--- config.mk ---
export PLATFORM = sky130hd
export DESIGN_NAME = counter_sequencer_flat
export DESIGN_NICKNAME = d
export VERILOG_FILES = /design/src/rtl/counter_sequencer_if.sv /design/src/rtl/counter_sequencer.sv /design/src/flat_wrapper.sv
export SDC_FILE = /design/constraint.sdc
export NUM_CORES = 1
export LEC_CHECK = 0
export CAP_MARGIN = 0
export CORE_ASPECT_RATIO = 0.8
export CORE_MARGIN = 1.5
export CORE_UTILIZATION = 45
export CTS_BUF_LIST = sky130_fd_sc_hd__clkbuf_8
export DETAILED_ROUTE_END_ITERATION = 10
export GPL_ROUTABILITY_DRIVEN = 0
export HOLD_SLACK_MARGIN = 0.08
export PLACE_DENSITY_LB_ADDON = 0.05
export SLEW_MARGIN = 20
export SYNTH_ARGS = -nofsm -noshare
export SYNTH_HDL_FRONTEND = slang
export SYNTH_SLANG_ARGS = --single-unit
--- constraint.sdc ---
create_clock -name clk -period 1.5 [get_ports clk]
set_input_delay 0.3 -clock clk [delete_from_list [all_inputs] [get_ports clk]]
set_output_delay 0.3 -clock clk [all_outputs]
set_load 0.005 [all_outputs]
--- src/rtl/counter_sequencer_if.sv ---
// counter_sequencer_if
//   Groups the board-side controls and the counter-side signals of the
//   counter sequencer.
//   master : the sequencer (reads buttons/mode/max_in/count, drives cnt_*/state)
//   slave  : the environment (board inputs plus the counter instance)
//   Signals:
//     start_btn, stop_btn, clear_btn, dir_btn, load_max : debounced button levels
//     mode          : 0 = wrap, 1 = bounce
//     max_in[7:0]   : candidate maximum
//     count[7:0]    : counter value fed back
//     cnt_pause     : counter pause
//     cnt_direction : counter direction, 1 = up
//     cnt_maximum   : counter maximum
//     cnt_rst       : active-high one-cycle clear pulse
//     state[1:0]    : sequencer FSM state
interface counter_sequencer_if;
    logic       start_btn;
    logic       stop_btn;
    logic       clear_btn;
    logic       dir_btn;
    logic       load_max;
    logic       mode;
    logic [7:0] max_in;
    logic [7:0] count;
    logic       cnt_pause;
    logic       cnt_direction;
    logic [7:0] cnt_maximum;
    logic       cnt_rst;
    logic [1:0] state;

    modport master (
        input  start_btn, stop_btn, clear_btn, dir_btn, load_max, mode, max_in, count,
        output cnt_pause, cnt_direction, cnt_maximum, cnt_rst, state
    );

    modport slave (
        output start_btn, stop_btn, clear_btn, dir_btn, load_max, mode, max_in, count,
        input  cnt_pause, cnt_direction, cnt_maximum, cnt_rst, state
    );
endinterface

--- src/rtl/counter_sequencer.sv ---
// counter_sequencer
//   Turns button edges into a run/pause/clear FSM for the 8-bit up/down wrap
//   counter, prescales the system clock into count steps via cnt_pause, holds
//   the counter maximum and direction, and optionally bounces between 0 and
//   the maximum.
//   Ports:
//     clk : system clock, rising edge
//     rst : asynchronous active-low reset
//     bus : counter_sequencer_if.master (buttons, mode, max_in, count in;
//           cnt_pause, cnt_direction, cnt_maximum, cnt_rst, state out)
//
//   state  | meaning
//   -------+--------------------------------------------------------------
//   IDLE   | stopped after reset or clear; maximum may be loaded
//   RUN    | prescaler running, counter steps every TICK_DIV cycles
//   PAUSED | stopped mid-count; maximum may be loaded
//   CLEAR  | one-cycle cnt_rst pulse, then IDLE; events discarded
module counter_sequencer #(
    parameter int TICK_DIV = 4
) (
    input  logic                  clk,
    input  logic                  rst,
    counter_sequencer_if.master   bus
);
    localparam logic [1:0] IDLE   = 2'b00;
    localparam logic [1:0] RUN    = 2'b01;
    localparam logic [1:0] PAUSED = 2'b10;
    localparam logic [1:0] CLEAR  = 2'b11;

    localparam logic [15:0] DIV_LAST = 16'(TICK_DIV - 1);

    logic [1:0]  state_q;
    logic [1:0]  state_d;
    logic [4:0]  btn;
    logic [4:0]  btn_q;
    logic [4:0]  ev;
    logic        ev_start;
    logic        ev_stop;
    logic        ev_clear;
    logic        ev_dir;
    logic        ev_load;
    logic [15:0] div_q;
    logic        dir_q;
    logic [7:0]  max_q;
    logic        tick;

    // Bit order: {load, dir, clear, stop, start}
    assign btn      = {bus.load_max, bus.dir_btn, bus.clear_btn, bus.stop_btn, bus.start_btn};
    assign ev       = btn & ~btn_q;
    assign ev_start = ev[0];
    assign ev_stop  = ev[1];
    assign ev_clear = ev[2];
    assign ev_dir   = ev[3];
    assign ev_load  = ev[4];

    assign tick = (state_q == RUN) && (div_q == DIV_LAST);

    always_comb begin
        state_d = state_q;
        case (state_q)
            IDLE: begin
                if (ev_clear)
                    state_d = CLEAR;
                else if (ev_start)
                    state_d = RUN;
            end
            RUN: begin
                if (ev_clear)
                    state_d = CLEAR;
                else if (ev_stop)
                    state_d = PAUSED;
            end
            PAUSED: begin
                // A new maximum below the current count would let an up-count
                // run past it, so such a load also clears the counter.
                if (ev_clear || (ev_load && (bus.max_in < bus.count)))
                    state_d = CLEAR;
                else if (ev_start)
                    state_d = RUN;
            end
            default: state_d = IDLE;
        endcase
    end

    always_ff @(posedge clk or negedge rst) begin
        if (!rst) begin
            state_q <= IDLE;
            btn_q   <= 5'b00000;
            div_q   <= 16'd0;
            dir_q   <= 1'b1;
            max_q   <= 8'hFF;
        end else begin
            state_q <= state_d;
            btn_q   <= btn;

            // Prescaler only advances while staying in RUN; any entry into RUN
            // starts from 0 so the first step lands TICK_DIV cycles later.
            if ((state_q == RUN) && (state_d == RUN))
                div_q <= tick ? 16'd0 : div_q + 16'd1;
            else
                div_q <= 16'd0;

            // Bounce endpoints override a manual toggle; zero wins over max
            // so a maximum of 0 still counts up.
            if (bus.mode && (bus.count == 8'd0))
                dir_q <= 1'b1;
            else if (bus.mode && (bus.count == max_q))
                dir_q <= 1'b0;
            else if (ev_dir && (state_q != CLEAR))
                dir_q <= ~dir_q;

            if (ev_load && ((state_q == IDLE) || (state_q == PAUSED)))
                max_q <= bus.max_in;
        end
    end

    assign bus.cnt_pause     = ~tick;
    assign bus.cnt_direction = dir_q;
    assign bus.cnt_maximum   = max_q;
    assign bus.cnt_rst       = (state_q == CLEAR);
    assign bus.state         = state_q;
endmodule

--- src/flat_wrapper.sv ---
// flat-port wrapper written by rule: the top's interface ports become plain ports
module counter_sequencer_flat 
#(
    parameter int TICK_DIV = 4
)
  (clk, rst, bus_start_btn, bus_stop_btn, bus_clear_btn, bus_dir_btn, bus_load_max, bus_mode, bus_max_in, bus_count, bus_cnt_pause, bus_cnt_direction, bus_cnt_maximum, bus_cnt_rst, bus_state);
  counter_sequencer_if bus_i ();
  input  logic clk;
  input  logic rst;
  input wire logic [$bits(bus_i.start_btn)-1:0] bus_start_btn;
  input wire logic [$bits(bus_i.stop_btn)-1:0] bus_stop_btn;
  input wire logic [$bits(bus_i.clear_btn)-1:0] bus_clear_btn;
  input wire logic [$bits(bus_i.dir_btn)-1:0] bus_dir_btn;
  input wire logic [$bits(bus_i.load_max)-1:0] bus_load_max;
  input wire logic [$bits(bus_i.mode)-1:0] bus_mode;
  input wire logic [$bits(bus_i.max_in)-1:0] bus_max_in;
  input wire logic [$bits(bus_i.count)-1:0] bus_count;
  output wire logic [$bits(bus_i.cnt_pause)-1:0] bus_cnt_pause;
  output wire logic [$bits(bus_i.cnt_direction)-1:0] bus_cnt_direction;
  output wire logic [$bits(bus_i.cnt_maximum)-1:0] bus_cnt_maximum;
  output wire logic [$bits(bus_i.cnt_rst)-1:0] bus_cnt_rst;
  output wire logic [$bits(bus_i.state)-1:0] bus_state;
  assign bus_i.start_btn = bus_start_btn;
  assign bus_i.stop_btn = bus_stop_btn;
  assign bus_i.clear_btn = bus_clear_btn;
  assign bus_i.dir_btn = bus_dir_btn;
  assign bus_i.load_max = bus_load_max;
  assign bus_i.mode = bus_mode;
  assign bus_i.max_in = bus_max_in;
  assign bus_i.count = bus_count;
  assign bus_cnt_pause = bus_i.cnt_pause;
  assign bus_cnt_direction = bus_i.cnt_direction;
  assign bus_cnt_maximum = bus_i.cnt_maximum;
  assign bus_cnt_rst = bus_i.cnt_rst;
  assign bus_state = bus_i.state;
  counter_sequencer #(.TICK_DIV(TICK_DIV)) u_core (.clk(clk), .rst(rst), .bus(bus_i));
endmodule
== Word-level counts from Yosys, hierarchy flattened ==
Cells that the tools add are included.

* Bits in registers: 32
* Input bits: 24
* Output and inout bits: 13
* Word-level logic and storage cells: 41

* Add/sub/neg operators: 1
* Magnitude comparators: 1
* Eq/ne operators: 7
* Muxes and demuxes: 11
* Bitwise logic cells: 4
* Reductions and logical operators: 12

{| class="wikitable"
|+ Operator list
! cell !! number
|-
| $mux 16 || 2
|-
| $add 16x1->16 const B || 1
|-
| $eq 16x2->1 const B || 1
|-
| $mux 2 || 5
|-
| $eq 8x8->1 || 1
|-
| $logic_not 8->1 || 1
|-
| $lt 8x8->1 || 1
|-
| $logic_and 1x1->1 || 7
|-
| $pmux 2 s3 || 1
|-
| $and 5x5->5 || 1
|-
| $not 5->5 || 1
|-
| $eq 2x1->1 const B || 2
|-
| $eq 2x2->1 const B || 2
|-
| $mux 1 || 3
|-
| $reduce_bool 3->1 || 1
|-
| $logic_not 2->1 || 1
|-
| $logic_or 1x1->1 || 2
|-
| $ne 2x2->1 const B || 1
|-
| $not 1->1 || 2
|}

== Logic depth before layout (Yosys ltp) ==
* Depth after elaboration: 9
* Gate-level depth with buffers: 6
* Gate-level depth less buffers: 6

== Worst setup path before layout ==
OpenSTA, ideal clock, no wires.

* Kind: reg2reg
* Start: register u_core.div_q[4]
* End: register u_core.div_q[10]
* Library setup time: 0.132 ns
* Data arrival time: 1.426 ns
* Data required time: 1.368 ns
* Setup slack: -0.058 ns
* Stages on the path, launching flop included: 6
* Path buffers: 1
* Period minus slack after synthesis: 1.558 ns
* Path through: dfrtp_1 -> nor4_1 -> nand4b_1 -> o21ai_1 -> clkbuf_1 -> nor2_1

* Cells in the longest elaborated chain, start to end: 4
* Elaborated cells between the ends (all ways): 5
* Classes of those cells: add/sub: 1; eq/ne: 1; mux: 2; reduce/logical: 1

{| class="wikitable"
|+ RTL lines
! element !! RTL line !! RTL
|-
| start, declared || counter_sequencer.sv:42 || <nowiki>logic [15:0] div_q;</nowiki>
|-
| start signal, assigned || counter_sequencer.sv:99 || <nowiki>div_q <= tick ? 16'd0 : div_q + 16'd1;</nowiki>
|-
| branches (longest 2 deep; another with $add 16x1->16) || - ||
|-
| $mux 16 * || counter_sequencer.sv:99 ||
|-
| $mux 16 * || counter_sequencer.sv:98 || <nowiki>if ((state_q == RUN) && (state_d == RUN))</nowiki>
|}

Mark *: on every way between the ends.
A chain may end at the register's enable or synchronous reset.

== Worst setup path after layout ==
* Start: register u_core.div_q[13]
* End: output bus_cnt_pause

* Cells in the longest elaborated chain, start to end: 3

{| class="wikitable"
|+ RTL lines
! element !! RTL line !! RTL
|-
| $eq 16x2->1 || counter_sequencer.sv:56 || <nowiki>assign tick = (state_q == RUN) && (div_q == DIV_LAST);</nowiki>
|-
| $logic_and 1x1->1 || counter_sequencer.sv:56 ||
|-
| $not 1->1 || counter_sequencer.sv:117 || <nowiki>assign bus.cnt_pause = ~tick;</nowiki>
|-
| end, declared || flat_wrapper.sv:18 || <nowiki>output wire logic [$bits(bus_i.cnt_pause)-1:0] bus_cnt_pause;</nowiki>
|}

Every way passes these cells.

==> metrics <==
outcome=complete, but fails checks; period utilization=1.24; Initial Util=0.487; Hold WC Path Type=primary input to flip-flop; Clock Latency Late Sink=0.29 ns; vias per std cell=~5.4; wire per inst=17.0 um; Seq/Total Area, Yosys=0.471; Slew @ Worst Pin=0.375 ns; flops & latches, synth=32; crit-path max FO=2; Max-Slew Margin vs Limit=0.748; CP Capture Type=output pin; f_max=538 MHz; ratio of cells with drive above 1 in the final layout=0.469; io pins=37; VDD IR-drop max=959 uV; Fill cells=between 200 and 250; Synth cell types=37; Synth Area in XOR/XNOR=0.112; multi-input gate area in the final layout=1130 um^2; worst path required time=approximately 1.2 ns; gr usage total=0.250; fin. max-slew vios=0; Synth Area in Compound Gates=0.0580; die width=72.2 um; Max-Cap Viols=0; slowest stage delay, CP=0.41 ns; CTS Buf Count=5; syn_area_per_cell=10.6 um^2; Remaining DRCs=0; hpwl dp=between 3000 and 4000 um; first-pass GRT wire length=7890 um; root buffer cell=clkbuf_8; Initial DRC Count=88; CP cell instances=nor4_4 -> nand4b_1 -> or2_1 -> buf_2; first-pass iteration count of the detailed router=4; Port Buf Inserts=36; largest net degree at the start of global routing=33; Rows=19; total negative slack=-1.20 ns; clk_skew=0.00985 ns; kind of critical path=flip-flop to output pin; Final Hold Viols=0; Pleak=1.30 nW; worst setup margin=-0.358 ns; clock sink total=32; H-tree levels=2; Die Span Y=58.4 um; largest family of logic cells by synthesized area=simple AND/OR/NAND/NOR gates; Arr. time, crit path=1.56 ns; grt ovf=0; Worst Setup Start Kind=flip-flop; CTS Hold Buffers Added=0; Clock Pin Slew Worst Setup and Hold Paths=0.06 ns; pwr dens=1160 nW/um^2; initial antenna violation count=0; Register Area=813 um^2; RSZ-0062 raised after global routing=true; Die ar.=4220 um^2; Min Hold Slack=0.323 ns; Final nets=289; CTS tree=done; Synth Instances=163; Syn Nets=slightly below 200; failing checks=negative setup slack; Final setup violation count=15; vias in the first global route=1701; total number of vias=roughly 1600; multiplexer share of the synthesized area=0.0522; Area growth syn-to-layout=69.0%; post-synthesis simple-gate area fraction=0.226; Routed Wire Length=5110 um; deepest clock path buffer count=2; post-synthesis adder-cell area fraction=0.0580; crit path time final=about 1.9 ns; Slowest-stage cell, CP=dfrtp_1; Synth Cell Area=1730 um^2; Syn. warnings=0; Inserted Diodes=0; Post-DRT Antenna Nets=0; Core ar.=3540 um^2
==> report_power, final <==
part           internal (mW)  total (mW)  switching [mW]
Sequential              1.13        1.25           0.122
Combinational          0.807        1.41           0.605
Clock                  0.412       0.730           0.319
==> layer usage <==
metal	vias up	wire length (um)	global-route usage	share of wire
met5	-	0	0	0
met2	41	2570	0.409	0.50
met3	13	192	0.0531	0.038
met4	0	120	0.108	0.023
li1	763	-	-	-
met1	804	2220	0.325	0.43
==> path summary, 6_finish.rpt <==
check,start,endpoint,slack (ns),depth (start not counted)
hold / removal,bus_max_in[3],u_core.bus.cnt_maximum[3],0.32,2
min in group asynchronous,rst,u_core.btn_q[3],0.37,2
max in group asynchronous,rst,u_core.bus.cnt_maximum[3],0.87,2
setup reg to reg,u_core.div_q[13],u_core.div_q[8],-0.08,6
setup / recovery,u_core.div_q[13],bus_cnt_pause,-0.36,4
hold reg to reg,u_core.div_q[15],u_core.div_q[15],0.59,2
==> state kept, by name (all words and copies together) (netlist names) <==
register,flops
u_core.bus.cnt_maximum,8
u_core.bus.cnt_direction,1
u_core.bus.state,2
u_core.btn_q,5
u_core.div_q,16
==> cell families after synthesis <==
logic type	after synthesis
flops	32
simple gates	67
buf+inv	11
compound gates	15
fa+ha+maj	8
mux	8
xor+xnor	22
==> worst max-delay path, delay by kind of cell, from the launching register on <==
| family | cells | cell delay (ns) |
|---|---|---|
| buf+inv | 1 | 0.13 |
| simple gates | 3 | 0.73 |
| flops | 1 | 0.41 |
==> stage by stage <==
stage	setup WS, ns	std cells	total power, mW	utilization	instance area (um^2)
after floorplan	0.00511	163	1.75	-	1730
after global placement	-0.460	278	2.43	0.687	2430
after detailed placement	-0.553	278	2.46	0.687	2430
after CTS	-0.377	295	3.31	0.763	2700
after global routing	-0.407	300	3.58	0.823	2920
final	-0.358	300	3.39	0.823	2920
==> final cells by class <==
cell class / instances / share of cell area
tap: 42 / 0.0180
clock inverter: 1 / 0.00129
inverter: 10 / 0.0129
sequential: 32 / 0.279
multi-input combinational: 120 / 0.389
timing repair buffer: 88 / 0.267
clock buffer: 7 / 0.0330
==> what timing repair did <==
item                                    in CTS  in global routing
pin swaps                                   17                 21
endpoints found under the setup margin      30                 19
buffers inserted                            13                 10
gates resized for setup                     56                 46
==> synthesized netlist by cell type <==
master / n / area [um^2]
dfrtp_1: 23 / 576
xnor2_1: 17 / 149
nor2_1: 15 / 56.3
inv_1: 10 / 37.5
dfstp_2: 9 / 236
ha_1: 8 / 100
mux2_2: 8 / 90.1
nand2_1: 7 / 26.3
nand3_1: 7 / 35.0
nor3_1: 7 / 35.0
nor4_1: 7 / 43.8
xor2_1: 5 / 43.8
nor2b_1: 4 / 25.0
a211o_1: 3 / 26.3
a31oi_1: 3 / 18.8
nand2b_1: 3 / 18.8
o21ai_0: 3 / 15.0
and3_1: 2 / 12.5
nand4_1: 2 / 12.5
nand4b_1: 2 / 17.5
o211ai_1: 2 / 15.0
a21oi_1: 1 / 5.00
a22oi_1: 1 / 7.51
and2_1: 1 / 6.26
and3_2: 1 / 7.51
and4_1: 1 / 8.76
clkbuf_1: 1 / 3.75
nand3b_1: 1 / 7.51
nand4_2: 1 / 12.5
nand4_4: 1 / 21.3
nor3b_1: 1 / 7.51
nor3b_2: 1 / 12.5
o21ai_1: 1 / 5.00
o31ai_1: 1 / 7.51
or2_1: 1 / 6.26
or2_4: 1 / 8.76
or4_1: 1 / 7.51
==> cell usage in the layout, fill, tap and decap left out, types with 4 or more instances in the layout <==
cell and instances:
buf_4 42, ha_4 4, clkbuf_8 7, inv_1 7, nor2b_1 4, dfstp_2 9, nor3_1 7, buf_6 7
dlygate4sd2_1 21, nand3_1 6, inv_2 4, dfrtp_1 22, xnor2_1 16, xor2_1 5, nand2_1 5, nor2_4 12
clkdlybuf4s50_1 9, mux2_2 8
Note: power is estimated with default switching activity, not from simulation.
